File: src/rtl/ysyx_24120013_pkg.sv
// Shared types and constants for the NPC multi-cycle controller.
// Holds the sequencer state encoding, the halt-cause codes and the default boot PC.
package ysyx_24120013_pkg;

   typedef enum logic [2:0] {
      FETCH,
      DECODE,
      EXEC,
      MEM,
      WB,
      HALT
   } state_t;

   localparam logic [1:0] HALT_EBREAK  = 2'd0;
   localparam logic [1:0] HALT_ILLEGAL = 2'd1;
   localparam logic [1:0] HALT_TIMEOUT = 2'd2;

   localparam logic [31:0] DEFAULT_RESET_PC = 32'h8000_0000;

endpackage

File: src/rtl/ysyx_24120013_wait_timer.sv
// Handshake wait timer: counts enabled cycles and flags the TIMEOUT-th cycle without a response.
// The count returns to zero whenever the wait ends or the timer is disabled.
module ysyx_24120013_wait_timer #(
   parameter int unsigned TIMEOUT = 1024
) (
   input  logic clk,
   input  logic rst,
   input  logic clear,
   input  logic enable,
   output logic expire
);

   localparam int unsigned CW = $clog2(TIMEOUT + 1);
   localparam logic [CW-1:0] LIMIT = CW'(TIMEOUT - 1);

   logic [CW-1:0] count;

   always_ff @(posedge clk or posedge rst) begin
      if (rst) begin
         count <= '0;
      end else if (clear || !enable) begin
         count <= '0;
      end else begin
         count <= count + CW'(1);
      end
   end

   // The first waiting cycle sees count 0, so LIMIT marks the TIMEOUT-th cycle.
   assign expire = enable && !clear && (count == LIMIT);

endmodule

File: src/rtl/ysyx_24120013_core_ctrl.sv
// NPC multi-cycle sequencer: FETCH, DECODE, EXEC, MEM, WB with sticky halt.
// Owns PC and the instruction register and keeps the cycle and instret counters.
module ysyx_24120013_core_ctrl
   import ysyx_24120013_pkg::*;
#(
   parameter int unsigned ADDR_WIDTH = 32,
   parameter int unsigned DATA_WIDTH = 32,
   parameter logic [ADDR_WIDTH-1:0] RESET_PC = ADDR_WIDTH'(DEFAULT_RESET_PC),
   parameter int unsigned TIMEOUT    = 1024,
   parameter int unsigned CNT_WIDTH  = 64
) (
   input  logic                  clk,
   input  logic                  rst,
   output logic                  ifu_req,
   output logic [ADDR_WIDTH-1:0] ifu_pc,
   input  logic                  ifu_ack,
   input  logic [DATA_WIDTH-1:0] ifu_inst,
   output logic [DATA_WIDTH-1:0] inst,
   input  logic                  idu_is_mem,
   input  logic                  idu_ebreak,
   input  logic                  idu_illegal,
   output logic                  exu_start,
   input  logic                  exu_done,
   input  logic                  exu_wen,
   input  logic [ADDR_WIDTH-1:0] exu_next_pc,
   output logic                  lsu_req,
   input  logic                  lsu_ack,
   output logic                  rf_commit,
   output logic                  halt,
   output logic [1:0]            halt_code,
   output logic [CNT_WIDTH-1:0]  cycle_cnt,
   output logic [CNT_WIDTH-1:0]  instret_cnt
);

   state_t                state;
   logic [ADDR_WIDTH-1:0] pc;
   logic [ADDR_WIDTH-1:0] next_pc_q;
   logic                  wen_q;
   logic                  wait_en;
   logic                  wait_done;
   logic                  expire;

   assign ifu_pc  = pc;
   assign ifu_req = (state == FETCH);
   assign lsu_req = (state == MEM);

   assign wait_en   = (state == FETCH) || (state == EXEC) || (state == MEM);
   assign wait_done = ((state == FETCH) && ifu_ack) ||
                      ((state == EXEC)  && exu_done) ||
                      ((state == MEM)   && lsu_ack);

   ysyx_24120013_wait_timer #(
      .TIMEOUT(TIMEOUT)
   ) u_wait_timer (
      .clk   (clk),
      .rst   (rst),
      .clear (wait_done),
      .enable(wait_en),
      .expire(expire)
   );

   always_ff @(posedge clk or posedge rst) begin
      if (rst) begin
         state       <= FETCH;
         pc          <= RESET_PC;
         next_pc_q   <= RESET_PC;
         wen_q       <= 1'b0;
         inst        <= '0;
         exu_start   <= 1'b0;
         rf_commit   <= 1'b0;
         halt        <= 1'b0;
         halt_code   <= HALT_EBREAK;
         cycle_cnt   <= '0;
         instret_cnt <= '0;
      end else begin
         exu_start <= 1'b0;
         rf_commit <= 1'b0;
         if (state != HALT) begin
            cycle_cnt <= cycle_cnt + CNT_WIDTH'(1);
         end
         case (state)
            FETCH: begin
               if (ifu_ack) begin
                  inst  <= ifu_inst;
                  state <= DECODE;
               end else if (expire) begin
                  state     <= HALT;
                  halt      <= 1'b1;
                  halt_code <= HALT_TIMEOUT;
               end
            end
            DECODE: begin
               if (idu_illegal) begin
                  state     <= HALT;
                  halt      <= 1'b1;
                  halt_code <= HALT_ILLEGAL;
               end else if (idu_ebreak) begin
                  state     <= HALT;
                  halt      <= 1'b1;
                  halt_code <= HALT_EBREAK;
               end else begin
                  state     <= EXEC;
                  exu_start <= 1'b1;
               end
            end
            EXEC: begin
               if (exu_done) begin
                  wen_q     <= exu_wen;
                  next_pc_q <= exu_next_pc;
                  if (idu_is_mem) begin
                     state <= MEM;
                  end else begin
                     // rf_commit is loaded on WB entry so it is a clean register output.
                     state     <= WB;
                     rf_commit <= exu_wen;
                  end
               end else if (expire) begin
                  state     <= HALT;
                  halt      <= 1'b1;
                  halt_code <= HALT_TIMEOUT;
               end
            end
            MEM: begin
               if (lsu_ack) begin
                  state     <= WB;
                  rf_commit <= wen_q;
               end else if (expire) begin
                  state     <= HALT;
                  halt      <= 1'b1;
                  halt_code <= HALT_TIMEOUT;
               end
            end
            WB: begin
               pc          <= next_pc_q;
               instret_cnt <= instret_cnt + CNT_WIDTH'(1);
               state       <= FETCH;
            end
            HALT: begin
               state <= HALT;
            end
            default: begin
               state <= FETCH;
            end
         endcase
      end
   end

endmodule

File: config.mk
export PLATFORM = sky130hd
export DESIGN_NAME = ysyx_24120013_core_ctrl
export DESIGN_NICKNAME = d
export VERILOG_FILES = /design/src/rtl/ysyx_24120013_pkg.sv /design/src/rtl/ysyx_24120013_wait_timer.sv /design/src/rtl/ysyx_24120013_core_ctrl.sv
export SDC_FILE = /design/constraint.sdc
export NUM_CORES = 1
export LEC_CHECK = 0
export ABC_AREA = 1
export CELL_PAD_IN_SITES_DETAIL_PLACEMENT = 0
export CELL_PAD_IN_SITES_GLOBAL_PLACEMENT = 2
export CORE_MARGIN = 3
export CORE_UTILIZATION = 25
export CTS_CLUSTER_DIAMETER = 80
export DETAILED_ROUTE_END_ITERATION = 7
export PLACE_DENSITY = 0.79
export SLEW_MARGIN = 15
export SYNTH_ARGS = -nofsm -noshare
export SYNTH_HDL_FRONTEND = slang
export SYNTH_HIERARCHICAL = 1
export SYNTH_SLANG_ARGS = --single-unit
File: constraint.sdc
create_clock -name clk -period 7.3 [get_ports clk]
set_input_delay 1.46 -clock clk [delete_from_list [all_inputs] [get_ports clk]]
set_output_delay 1.46 -clock clk [all_outputs]
set_load 0.01 [all_outputs]
==> flow_results.xml <==
<?xml version="1.0" encoding="UTF-8"?>
<metrics>
  <group name="status">
    <metric name="outcome" unit="">finished, final reports clean</metric>
  </group>
  <group name="run">
    <metric name="timing.max_cap.violations" unit="">0</metric>
  </group>
  <group name="global_routing">
    <metric name="antenna_violations_before_repair" unit="">0</metric>
    <metric name="grt_first_pass_wirelength" unit="mm">65.5</metric>
    <metric name="grt_max_degree" unit="">105</metric>
    <metric name="gr-total-overflow" unit="">0</metric>
    <metric name="grt_pass1_vias" unit="">11000</metric>
    <metric name="grt.total_usage" unit="%">15.7</metric>
  </group>
  <group name="synth">
    <metric name="avgSynthCellArea" unit="um2">7.92</metric>
    <metric name="synth-main-ff-cell" unit="">dfrtp_1</metric>
    <metric name="number_of_flip_flops_and_latches_in_the_synthesized_netlist" unit="">244</metric>
    <metric name="synth_enable_flop_cells" unit="">0</metric>
    <metric name="syn-instance-count" unit="">1588</metric>
    <metric name="synthesis.area" unit="um2">12600</metric>
    <metric name="synthTopCellsByCount" unit="">nand2_1, dfrtp_1, nor2_1, inv_1, nand3_1</metric>
    <metric name="netlist-cell-type-count" unit="">40</metric>
    <metric name="yosysMostFrequentCell" unit="">nand2_1</metric>
    <metric name="synth.top_cells.by_area" unit="">dfrtp_1, nand2_1, nor2_1</metric>
    <metric name="synthesis.nets" unit="">1664</metric>
    <metric name="async_flop_share" unit="%">100</metric>
    <metric name="synth_sequential_area_ratio" unit="%">48.6</metric>
    <metric name="synth_area_leader_cell" unit="">dfrtp_1</metric>
    <metric name="synth.top_cell.area_share" unit="%">48.1</metric>
    <metric name="yosysWarningCount" unit="">6</metric>
  </group>
  <group name="sta">
    <metric name="final.min_clock_period" unit="ps">3580</metric>
    <metric name="report.final.setup_viol" unit="">0</metric>
    <metric name="timing.max_slew.rel_slack" unit="%">31.1</metric>
    <metric name="final-hold-violation-count" unit="">0</metric>
    <metric name="min_period_over_period" unit="%">49.0</metric>
    <metric name="grt_setup_unrepaired" unit="">false</metric>
    <metric name="finalSetupTns" unit="ps">0</metric>
    <metric name="hold_slack" unit="ps">464</metric>
    <metric name="tightestPinTransition" unit="ps">1030</metric>
    <metric name="finalMaxSlewViolations" unit="">0</metric>
    <metric name="max_clock_freq" unit="GHz">0.279</metric>
    <metric name="finClkSkew" unit="ps">15.4</metric>
  </group>
  <group name="floorplan">
    <metric name="floorplan.die.width" unit="um">230</metric>
    <metric name="design.portCount" unit="">272</metric>
    <metric name="initial_core_util" unit="%">25.5</metric>
    <metric name="std_cell_rows" unit="">81</metric>
    <metric name="floorplan.die.height" unit="um">230</metric>
    <metric name="design.die.area" unit="um2">53100</metric>
    <metric name="placeableCoreArea" unit="um2">49400</metric>
  </group>
  <group name="power">
    <metric name="report.power.total" unit="mW">4.76</metric>
    <metric name="worst_ir_drop_vdd" unit="mV">0.224</metric>
    <metric name="powerDensity" unit="nW/um2">278</metric>
    <metric name="leakage" unit="nW">7.71</metric>
  </group>
  <group name="detailed_routing">
    <metric name="drt.antenna.violating_nets" unit="">0</metric>
    <metric name="detailroute.via_count" unit="">11100</metric>
    <metric name="drtIter0Drc" unit="">546</metric>
    <metric name="postRouteWirelength" unit="mm">42.4</metric>
    <metric name="dr_pass1_iterations" unit="">5</metric>
    <metric name="routed_via_density" unit="">4.33</metric>
    <metric name="wl_per_cell" unit="um">16.5</metric>
    <metric name="drc_violation_count_after_routing" unit="">0</metric>
  </group>
  <group name="place">
    <metric name="gp_congestion" unit="">0.817</metric>
    <metric name="io_buffer_count" unit="">271</metric>
    <metric name="detailed_place.area" unit="um2">16000</metric>
    <metric name="place_hpwl" unit="mm">33.1</metric>
  </group>
  <group name="clock_tree">
    <metric name="post-cts-setup-buffers" unit="">0</metric>
    <metric name="cts_made_buffers" unit="">31</metric>
    <metric name="worst_skew_pair.late_latency" unit="ps">570</metric>
    <metric name="post_cts_hold_buffer_count" unit="">0</metric>
    <metric name="htree_levels" unit="">1</metric>
    <metric name="ctsLongestPathBuffers" unit="">3</metric>
    <metric name="tritoncts_clock_tree" unit="">done</metric>
    <metric name="clock-root-buffer" unit="">clkbuf_16</metric>
    <metric name="cts_resized" unit="">0</metric>
    <metric name="clkTransAtPathRegs" unit="ps">60</metric>
    <metric name="tritoncts_num_sinks" unit="">244</metric>
  </group>
  <group name="setup_path">
    <metric name="regToRegSetupSlack" unit="ps">4440</metric>
    <metric name="critPathArrivalTime" unit="ps">3990</metric>
    <metric name="r2r_end" unit="">state[2]</metric>
    <metric name="r2r_cells" unit="">12</metric>
    <metric name="worst-setup-path-type" unit="">input pin to register</metric>
    <metric name="timing.critical_path.from_type" unit="">input pin</metric>
    <metric name="r2r-start" unit="">state[2]</metric>
    <metric name="timing.critical_path.fanout_max" unit="">51</metric>
    <metric name="data_required_time_at_the_worst_endpoint" unit="ps">7710</metric>
    <metric name="critical_path.endpoint_type" unit="">register</metric>
  </group>
  <group name="final_layout">
    <metric name="nNetsFinal" unit="">1951</metric>
    <metric name="layout.cell_area.non_filler" unit="um2">17100</metric>
    <metric name="share_of_cells_above_drive_strength_1" unit="%">9.00</metric>
    <metric name="antenna_cells" unit="">0</metric>
    <metric name="filler_cell_count" unit="">5188</metric>
    <metric name="area_growth" unit="%">35.9</metric>
  </group>
  <group name="min_path">
    <metric name="hold_class" unit="">register to register</metric>
    <metric name="hold_path_sink" unit="">ifu_pc[20]</metric>
    <metric name="worstHoldStart" unit="">next_pc_q[20]</metric>
    <metric name="timing.hold.worst_path_depth" unit="">2</metric>
  </group>
</metrics>
[through the flow]
stage | setup slack, ps | std cells | utilization (%)
2_1_floorplan | 2790 | 1588 | -
3_3_place_gp | 3080 | 2506 | 32.5
3_5_place_dp | 3090 | 2506 | 32.5
4_1_cts | 3670 | 2563 | 34.6
5_1_grt | 3350 | 2563 | 34.6
6_report | 3720 | 2563 | 34.6
[power by group]
part	switching [mW]	internal, mW	total, mW
registers	0.201	1.67	1.87
logic	0.640	0.630	1.27
clock network	0.616	1.00	1.62
total	1.46	3.30	4.76
[metal layers]
layer  GRT usage (%)  wire (um)
met3            3.65       2590
met4            3.02        760
met2            26.9      20300
met1            20.4      18700
met5               0          0
[cell usage in the layout, fill, tap and decap left out, types with 3 or more instances in the layout]
cell type / count
nand2_1: 553
clkdlybuf4s50_1: 271
dfrtp_1: 242
nor2_1: 218
inv_1: 168
nand3_1: 70
o21ai_0: 48
xor2_1: 35
mux2_2: 32
clkbuf_16: 31
xnor2_1: 28
nand3b_1: 28
nor2_2: 22
nand4_1: 18
o21ai_1: 14
nor3_1: 14
nand2_2: 13
nor2_4: 13
clkinv_2: 9
inv_2: 8
a21oi_1: 6
clkbuf_8: 5
bufinv_16: 5
nand3_2: 4
clkbuf_1: 4
buf_4: 4
nand3_4: 3
nor2_8: 3
nor3_4: 3
and2_1: 3
ha_1: 3
[worst max path at each step]
| stage | startpoint | to | slack, ps | cells after the start |
|---|---|---|---|---|
| floorplan | rst | cycle_cnt[0] | 2790 | 1 |
| global placement | exu_done | state[2] | 3080 | 12 |
| detailed placement | exu_done | state[2] | 3090 | 12 |
| CTS | state[2] | lsu_req | 3670 | 4 |
| global route | exu_done | state[2] | 3350 | 12 |
| finish | exu_done | state[2] | 3720 | 12 |
[sequential cells by signal (all words and copies together) (netlist names)]
signal / count
cycle_cnt: 64
exu_start: 1
halt: 1
halt_code: 2
ifu_pc: 32
inst: 32
instret_cnt: 64
next_pc_q: 32
rf_commit: 1
state: 3
u_wait_timer/count: 11
wen_q: 1
[logic make-up (layout without fill, tap and decap cells)]
kind of cell,Yosys count,in the layout,synth area share [%]
simple gates,973,973,34.2
flops,244,244,48.6
buf+inv,200,511,6.61
compound gates,72,72,2.96
xor+xnor,64,64,4.52
mux,32,32,2.86
fa+ha+maj,3,3,0.298
[worst max-delay path, stage by stage]
cell	delay [ps]
clkdlybuf4s50_1	520
inv_1	120
nor2_4	810
nor2_1	140
nand2_1	150
nor2_4	90
nand4_2	100
inv_1	90
nor2_1	180
nand2_1	70
a21oi_1	140
o2111ai_1	110
[layout make-up]
cell class              count  area (um2)  area share [%]
inverters                 178         674            3.94
clock buffers              40         860            5.03
flip-flops and latches    244        6110            35.7
multi-input cells        1144        5640            33.0
clock inverters            17         220            1.29
repair buffers            276        2760            16.2
well taps                 664         831            4.86
Power figures use the tool's default switching activity.
